`src/rtl/gate_sweep_ctrl.sv`:
```
// gate_sweep_ctrl
//
// Stimulus sequencer and checker for a 2-input combinational gate.
// A start request walks the gate inputs through 00, 01, 10, 11, holding
// each vector for HOLD_CYCLES cycles. At the end of each hold the gate
// output is compared against TRUTH. The result is reported through a
// start/busy/done handshake.
//
// Parameters
//   HOLD_CYCLES  cycles each vector is held before sampling (1..255)
//   TRUTH        expected gate output indexed by {gate_a, gate_b}
//
// Ports
//   clk        system clock, rising edge
//   rst        synchronous active-high reset
//   start      sweep request, ignored while busy
//   gate_a/b   gate-under-test inputs
//   gate_c     gate-under-test output, sampled raw (synchronize externally)
//   busy       sweep in progress
//   done       one-cycle pulse at end of sweep
//   pass       last completed sweep had no mismatches
//   err_cnt    mismatch count of current/last sweep (0..4)
//   fail_vec   {a,b} of first mismatching vector
//
// Build option
//   GATE_SWEEP_CAPTURE_EN  when defined, fail_vec captures the first
//                          mismatching vector; otherwise it is tied to 0.
//
// state    | meaning
// ---------+------------------------------------------------------------
// ST_IDLE  | gate inputs parked at 00, waiting for start
// ST_DRIVE | driving vector vec_q, hold timer running down to sample

module gate_sweep_ctrl #(
   parameter int         HOLD_CYCLES = 5,
   parameter logic [3:0] TRUTH       = 4'b1000
) (
   input  logic       clk,
   input  logic       rst,
   input  logic       start,
   output logic       gate_a,
   output logic       gate_b,
   input  logic       gate_c,
   output logic       busy,
   output logic       done,
   output logic       pass,
   output logic [2:0] err_cnt,
   output logic [1:0] fail_vec
);

   typedef enum logic {
      ST_IDLE  = 1'b0,
      ST_DRIVE = 1'b1
   } state_t;

   // Hold timer runs down from HOLD_CYCLES-1; zero marks the sample edge.
   localparam logic [7:0] HOLD_LAST = 8'(HOLD_CYCLES - 1);

   state_t     state_q, state_d;
   logic [1:0] vec_q,   vec_d;
   logic [7:0] cnt_q,   cnt_d;
   logic [2:0] err_q,   err_d;
   logic       pass_q,  pass_d;
   logic       done_q,  done_d;

   logic accept;
   logic sample_edge;
   logic miss;

   assign accept      = (state_q == ST_IDLE) && start;
   assign sample_edge = (state_q == ST_DRIVE) && (cnt_q == 8'd0);
   assign miss        = sample_edge && (gate_c != TRUTH[vec_q]);

   always_comb begin
      state_d = state_q;
      vec_d   = vec_q;
      cnt_d   = cnt_q;
      err_d   = err_q;
      pass_d  = pass_q;
      done_d  = 1'b0;
      case (state_q)
         ST_IDLE: begin
            if (accept) begin
               state_d = ST_DRIVE;
               vec_d   = 2'd0;
               cnt_d   = HOLD_LAST;
               err_d   = 3'd0;
               pass_d  = 1'b0;
            end
         end
         ST_DRIVE: begin
            if (sample_edge) begin
               cnt_d = HOLD_LAST;
               if (miss && (err_q != 3'd4)) begin
                  err_d = err_q + 3'd1;
               end
               if (vec_q == 2'd3) begin
                  state_d = ST_IDLE;
                  vec_d   = 2'd0;
                  done_d  = 1'b1;
                  // err_q does not yet include the final sample.
                  pass_d  = (err_q == 3'd0) && !miss;
               end else begin
                  vec_d = vec_q + 2'd1;
               end
            end else begin
               cnt_d = cnt_q - 8'd1;
            end
         end
         default: begin
            state_d = ST_IDLE;
         end
      endcase
   end

   always_ff @(posedge clk) begin
      if (rst) begin
         state_q <= ST_IDLE;
         vec_q   <= 2'd0;
         cnt_q   <= 8'd0;
         err_q   <= 3'd0;
         pass_q  <= 1'b0;
         done_q  <= 1'b0;
      end else begin
         state_q <= state_d;
         vec_q   <= vec_d;
         cnt_q   <= cnt_d;
         err_q   <= err_d;
         pass_q  <= pass_d;
         done_q  <= done_d;
      end
   end

   assign busy    = (state_q == ST_DRIVE);
   assign gate_a  = busy & vec_q[1];
   assign gate_b  = busy & vec_q[0];
   assign done    = done_q;
   assign pass    = pass_q;
   assign err_cnt = err_q;

`ifdef GATE_SWEEP_CAPTURE_EN
   logic [1:0] fail_q, fail_d;

   // First mismatch of a sweep is the one seen while err_q is still zero.
   always_comb begin
      fail_d = fail_q;
      if (accept) begin
         fail_d = 2'b00;
      end else if (miss && (err_q == 3'd0)) begin
         fail_d = vec_q;
      end
   end

   always_ff @(posedge clk) begin
      if (rst) begin
         fail_q <= 2'b00;
      end else begin
         fail_q <= fail_d;
      end
   end

   assign fail_vec = fail_q;
`else
   assign fail_vec = 2'b00;
`endif

endmodule

```
`config.mk`:
```
export PLATFORM = sky130hd
export DESIGN_NAME = gate_sweep_ctrl
export DESIGN_NICKNAME = d
export VERILOG_FILES = /design/src/rtl/gate_sweep_ctrl.sv
export SDC_FILE = /design/constraint.sdc
export NUM_CORES = 1
export LEC_CHECK = 0
export ABC_AREA = 1
export BUFFER_PORTS_ARGS = -buffer_cell sky130_fd_sc_hd__buf_4
export CELL_PAD_IN_SITES_DETAIL_PLACEMENT = 1
export CELL_PAD_IN_SITES_GLOBAL_PLACEMENT = 2
export CORE_AREA = 5 5 62 64
export DETAILED_ROUTE_END_ITERATION = 8
export DIE_AREA = 0 0 67 69
export GPL_TIMING_DRIVEN = 1
export PLACE_DENSITY = 0.8
export SLEW_MARGIN = 20
export SYNTH_ARGS = -nofsm -noshare
export SYNTH_HDL_FRONTEND = slang
export SYNTH_SLANG_ARGS = --single-unit
```
`constraint.sdc`:
```
create_clock -name clk -period 1.6 [get_ports clk]
set_clock_uncertainty 0.05 [all_clocks]
set_input_delay 0.08 -clock clk [delete_from_list [all_inputs] [get_ports clk]]
set_output_delay 0.08 -clock clk [all_outputs]
set_load 0.005 [all_outputs]
```
==> results of run 1 <==
-- per-stage QoR --
step	hold slack [ns]	area, µm²
3_5_place_dp	0.319	1070
6_report	0.0996	1110
5_1_grt	0.138	1110
2_1_floorplan	0.227	938
3_3_place_gp	0.311	1070
4_1_cts	0.101	1110
-- path summary, 6_finish.rpt --
check	from	cells past startpoint	slack, ns	to
worst max-delay path	cnt_q[0]	7	0.15	err_cnt[0]
worst min-delay path	start	4	0.1	err_cnt[1]
worst max register to register	cnt_q[0]	7	0.15	err_cnt[0]
worst min register to register	cnt_q[7]	2	0.45	cnt_q[7]
-- placed cells by master (no fill, tap or decap) --
master,count
a21oi_1,11
buf_4,12
clkbuf_4,3
clkbuf_8,1
conb_1,2
dfxtp_1,16
dlygate4sd3_1,1
ha_1,5
inv_1,24
inv_2,1
inv_4,1
nand2_1,34
nand2_2,1
nand3_1,12
nand3_2,2
nand4_1,1
nor2_1,11
nor2_2,3
nor3b_1,1
o21ai_0,3
o21ai_1,1
o21ai_4,1
o22ai_1,1
or2_4,1
xor2_1,4
-- cell families after synthesis --
group	count (synthesis)	share of synthesized area [%]
compound gates	17	10.4
xor+xnor	4	3.75
buf+inv	29	12.7
flops	16	34.3
other cells	1	0.401
fa+ha+maj	5	6.69
simple gates	66	31.7
-- where the power goes --
group	switching, mW	leakage (nW)	internal, mW
logic	0.234	0.417	0.137
registers	0.0294	0.131	0.436
clock network	0.147	0.0210	0.139
total	0.409	0.569	0.711
-- sequential cells by signal, indices dropped and copies added, names as in the netlist --
signal and count:
vec_q 2, err_cnt 3, busy 1, done 1, cnt_q 8, pass 1
-- layer usage --
metal | share of wire [%] | vias to the layer above | global-route usage (%)
met5 | 0 | - | 0
met4 | 1.3 | 0 | 4.05
met3 | 2.3 | 4 | 2.44
met2 | 49 | 7 | 18.2
met1 | 47 | 414 | 13.9
li1 | - | 451 | -
-- cell type report --
class	instances	area, µm²	area share [%]
inverter	26	100	8.99
tap	46	57.6	5.17
sequential	16	320	28.8
timing repair buffer	13	100	8.99
clock buffer	4	36.3	3.26
multi-input combinational	94	499	44.8
-- worst max-delay path: stages (launching register included) --
cell     delay (ns)
dfxtp_1        0.31
inv_1          0.12
ha_1           0.21
nand3_2        0.12
nor2_1         0.14
nand4_1        0.18
a21oi_1        0.18
nor2_1         0.05
-- what timing repair did --
item                       CTS  global route
setup endpoints to repair    0             0
hold buffers                 1             0
hold endpoints to repair     4             0
buffers inserted             0             0
==> results.toml, run 1 <==
[status]
outcome = "finished clean"

[sta]
setup_viol = 0
rsz0062_at_grt = "no"
finalCriticalPeriod_ns = 1.45
slew_violations = 0
setup-tns-final_ns = 0
hold_violations = 0
fin_ws_ns = 0.150
timing.final.crit_share_pct = 90.7
clock.fmax_ghz = 0.689

[worst_hold_path]
min_path_type = "input pin to flip-flop"

[clocking]
clk_path_buf_depth = 2
clkTransAtPathRegs_ns = 0.11
cts_tree = "yes"
worstSkewPairLatency_ns = 0.29
cts_buffers = 3
cts-root-buf = "clkbuf_4"
ctsResizeCount = 0
htree_num_levels = 1
clock-sinks = 16

[place]
place_congestion = 0.766
dp_hpwl_um = 1820
port_buffers = 11
place_ws_ns = 0.166
dpl.cell_count = 194

[global_routing]
grt_pass1_vias = 890
grt_max_degree = 12
antenna_found_initial = 0
overflow = 0
grt_usage_pct = 11.1
grt_pass1_wl_um = 4000

[layout]
final_core_util_pct = 34.5
area_delta_synth_final_pct = 19.1
num_antenna_cells = 0
fin_nets = 163
drive_gt1_share_pct = 17.0
fill_cells = 427
final_cells = 199

[setup_path]
path_class = "flip-flop to flip-flop"
cp.required_ns = 1.75
crit_fanout = 5
critPathLaunchType = "flip-flop"
cp-end-kind = "flip-flop"
crit_arrival_ns = 1.60

[logic_synthesis]
synth_top_flop_cell = "dfxtp_1"
synth-seq-cells = 16
synth_async_sr_flop_share_pct = 0
ys_top_cells_by_area = "dfxtp_1, nand2_1, inv_1"
synth.avg_cell_area_um2 = 6.77
synth_top_area_share_pct = 34.3
synth-edff-count = 0
syn_inst = 138
ys_seq_area_share_pct = 34.3
synth_commonest_cells = "nand2_1, inv_1, dfxtp_1, nand3_1"
yosysWarnings = 0
yosysTopAreaCell = "dfxtp_1"
synth_cell_types = 23
yosysMostFrequentCell = "nand2_1"
syn_area_um2 = 935

[drt]
drc_errors = 0
drtIter0Drc = 16
ant_nets = 0
finalWirelength_um = 2340
num_vias = 876
vias_per_cell = 4.40
dr.pass1.iters = 4
wire_per_inst_um = 11.8

[die]
rows = 21
dieHeight_um = 69
fp.dieArea_um2 = 4620
pin_count = 14
die-width_um = 67
start_util_pct = 28.9
core_um2 = 3230

[pwr]
peakVddDrop_mv = 0.477
p_leak_nw = 0.569
power.total_mw = 1.12
power.density_nw_per_um2 = 1010

[job]
maxCapViolCount = 0
No activity file was read; power rests on OpenSTA's default activity.
==> inputs of run 2 (changes only) <==
--- a/config.mk
+++ b/config.mk
@@ -8,12 +8,13 @@
 export ABC_AREA = 1
 export BUFFER_PORTS_ARGS = -buffer_cell sky130_fd_sc_hd__buf_4
 export CELL_PAD_IN_SITES_DETAIL_PLACEMENT = 1
-export CELL_PAD_IN_SITES_GLOBAL_PLACEMENT = 2
-export CORE_AREA = 5 5 62 64
+export CELL_PAD_IN_SITES_GLOBAL_PLACEMENT = 1
+export CORE_AREA = 5 5 56 58
+export CTS_BUF_LIST = sky130_fd_sc_hd__clkbuf_16
 export DETAILED_ROUTE_END_ITERATION = 8
-export DIE_AREA = 0 0 67 69
+export DIE_AREA = 0 0 61 63
 export GPL_TIMING_DRIVEN = 1
-export PLACE_DENSITY = 0.8
+export PLACE_DENSITY = 0.78
 export SLEW_MARGIN = 20
 export SYNTH_ARGS = -nofsm -noshare
 export SYNTH_HDL_FRONTEND = slang
==> results.toml, run 2 (synthesis results as in run 1) <==
[global_routing]
grt_max_degree = 12
grt_pass1_vias = 904
overflow = 0
grt_pass1_wl_um = 4040
grt_usage_pct = 14.3
antenna_found_initial = 0

[setup_path]
crit_arrival_ns = 1.52
cp.required_ns = 1.70
crit_fanout = 4
path_class = "flip-flop to flip-flop"
cp_common_cell = "nor2_1"
critPathTopFamily = "simple AND/OR/NAND/NOR gates"
critPathLaunchType = "flip-flop"
crit_chain = "inv_1 -> ha_2 -> nand3_2 -> nor2_1 -> nand4_1 -> a21oi_2 -> nor2_1"
critical_path.slowest_cell = "dfxtp_1"
cp-end-kind = "flip-flop"
path_buf_inv = 1
max_stage_delay_ns = 0.29

[pwr]
p_int_mw = 0.907
p_leak_nw = 0.581
p_clk_share_pct = 37.0
swShare_pct = 32.3
peakVddDrop_mv = 0.882
p_switching_mw = 0.433
power.density_nw_per_um2 = 1180
p_comb_share_pct = 27.9
seq_power_share_pct = 35.1

[clocking]
clk_path_buf_depth = 2
ctsResizeCount = 0
cts_buffers = 3
worstSkewPairLatency_ns = 0.25
postCtsSetupRepairBufs = 0
clkTransAtPathRegs_ns = 0.05
clock-sinks = 16
hold_buffers = 0
cts_tree = "yes"
cts-root-buf = "clkbuf_16"
htree_num_levels = 1

[place]
dpl_cell_area_um2 = 1050
port_buffers = 11
dp_hpwl_um = 1880
place_congestion = 0.776
dpl.cell_count = 179

[layout]
final_area_um2 = 1130
final_common_cell = "nand2_1"
final_cells = 183
area_delta_synth_final_pct = 21.3
num_antenna_cells = 0
final_core_util_pct = 43.3
final_cell_mix = "nand2_1, inv_1, dfxtp_1"
fill_cells = 345
final-seq-area_um2 = 320
fin_nets = 162
largest-register = "cnt_q"
multi_input_area_um2 = 505
drive_gt1_share_pct = 18.4
largest_reg_flops = 8

[sta]
rsz0062_at_grt = "no"
slew_violations = 0
timing.final.crit_share_pct = 88.9
finalCriticalPeriod_ns = 1.42
fin_hold_ws_ns = 0.0423
setup-tns-final_ns = 0
clock.fmax_ghz = 0.703
hold_violations = 0
setup_viol = 0

[die]
dieHeight_um = 63
fp.dieArea_um2 = 3840
die-width_um = 61
pin_count = 14
core_um2 = 2620
start_util_pct = 35.7
rows = 19

[drt]
dr.pass1.iters = 4
wire_per_inst_um = 13.0
ant_nets = 0
num_vias = 882
drtIter0Drc = 20
vias_per_cell = 4.82
finalWirelength_um = 2370
drc_errors = 0

[worst_hold_path]
min_path_type = "input pin to flip-flop"

[status]
outcome = "finished clean"

[job]
maxCapViolCount = 0
==> run 2: cell count changes in the layout (fill, tap and decap cells not counted), sizes merged <==
cell and delta:
clkinv +1, clkbuf -1, dlygate4sd3 -1
==> run 2: stage by stage <==
step	setup slack (ns)	total power, mW
2_1_floorplan	0.340	0.751
3_3_place_gp	0.230	0.824
3_5_place_dp	0.149	0.848
4_1_cts	0.135	1.36
5_1_grt	0.0222	1.44
6_report	0.178	1.34
==> run 2: path summary, 6_finish.rpt <==
kind / cells after the start / from / slack [ns] / to
hold reg to reg: 2 / cnt_q[7] / 0.44 / cnt_q[7]
setup / recovery: 7 / cnt_q[1] / 0.18 / err_cnt[0]
hold / removal: 2 / rst / 0.04 / err_cnt[1]
setup reg to reg: 7 / cnt_q[1] / 0.18 / err_cnt[0]
==> run 2: layout make-up <==
type	count	area share, %
clock buffers	3	6.62
multi-input cells	94	44.6
inverters	26	8.83
flip-flops and latches	16	28.3
well taps	31	3.42
clock inverters	1	0.331
repair buffers	12	7.95
==> run 2: power groups by stage <==
stage	clock network, mW	registers [mW]	logic [mW]
after floorplan	0	0.471	0.281
after global placement	0	0.473	0.351
after detailed placement	0	0.476	0.371
after CTS	0.513	0.469	0.377
after global routing	0.530	0.475	0.435
final	0.495	0.471	0.374
==> run 2: per-layer routing <==
metal	vias up	share of wire (%)	GRT usage (%)
li1	453	-	-
met4	0	2.7	7.05
met5	-	0	0
met2	10	50	22.5
met1	412	45	17.3
met3	7	2.9	3.93
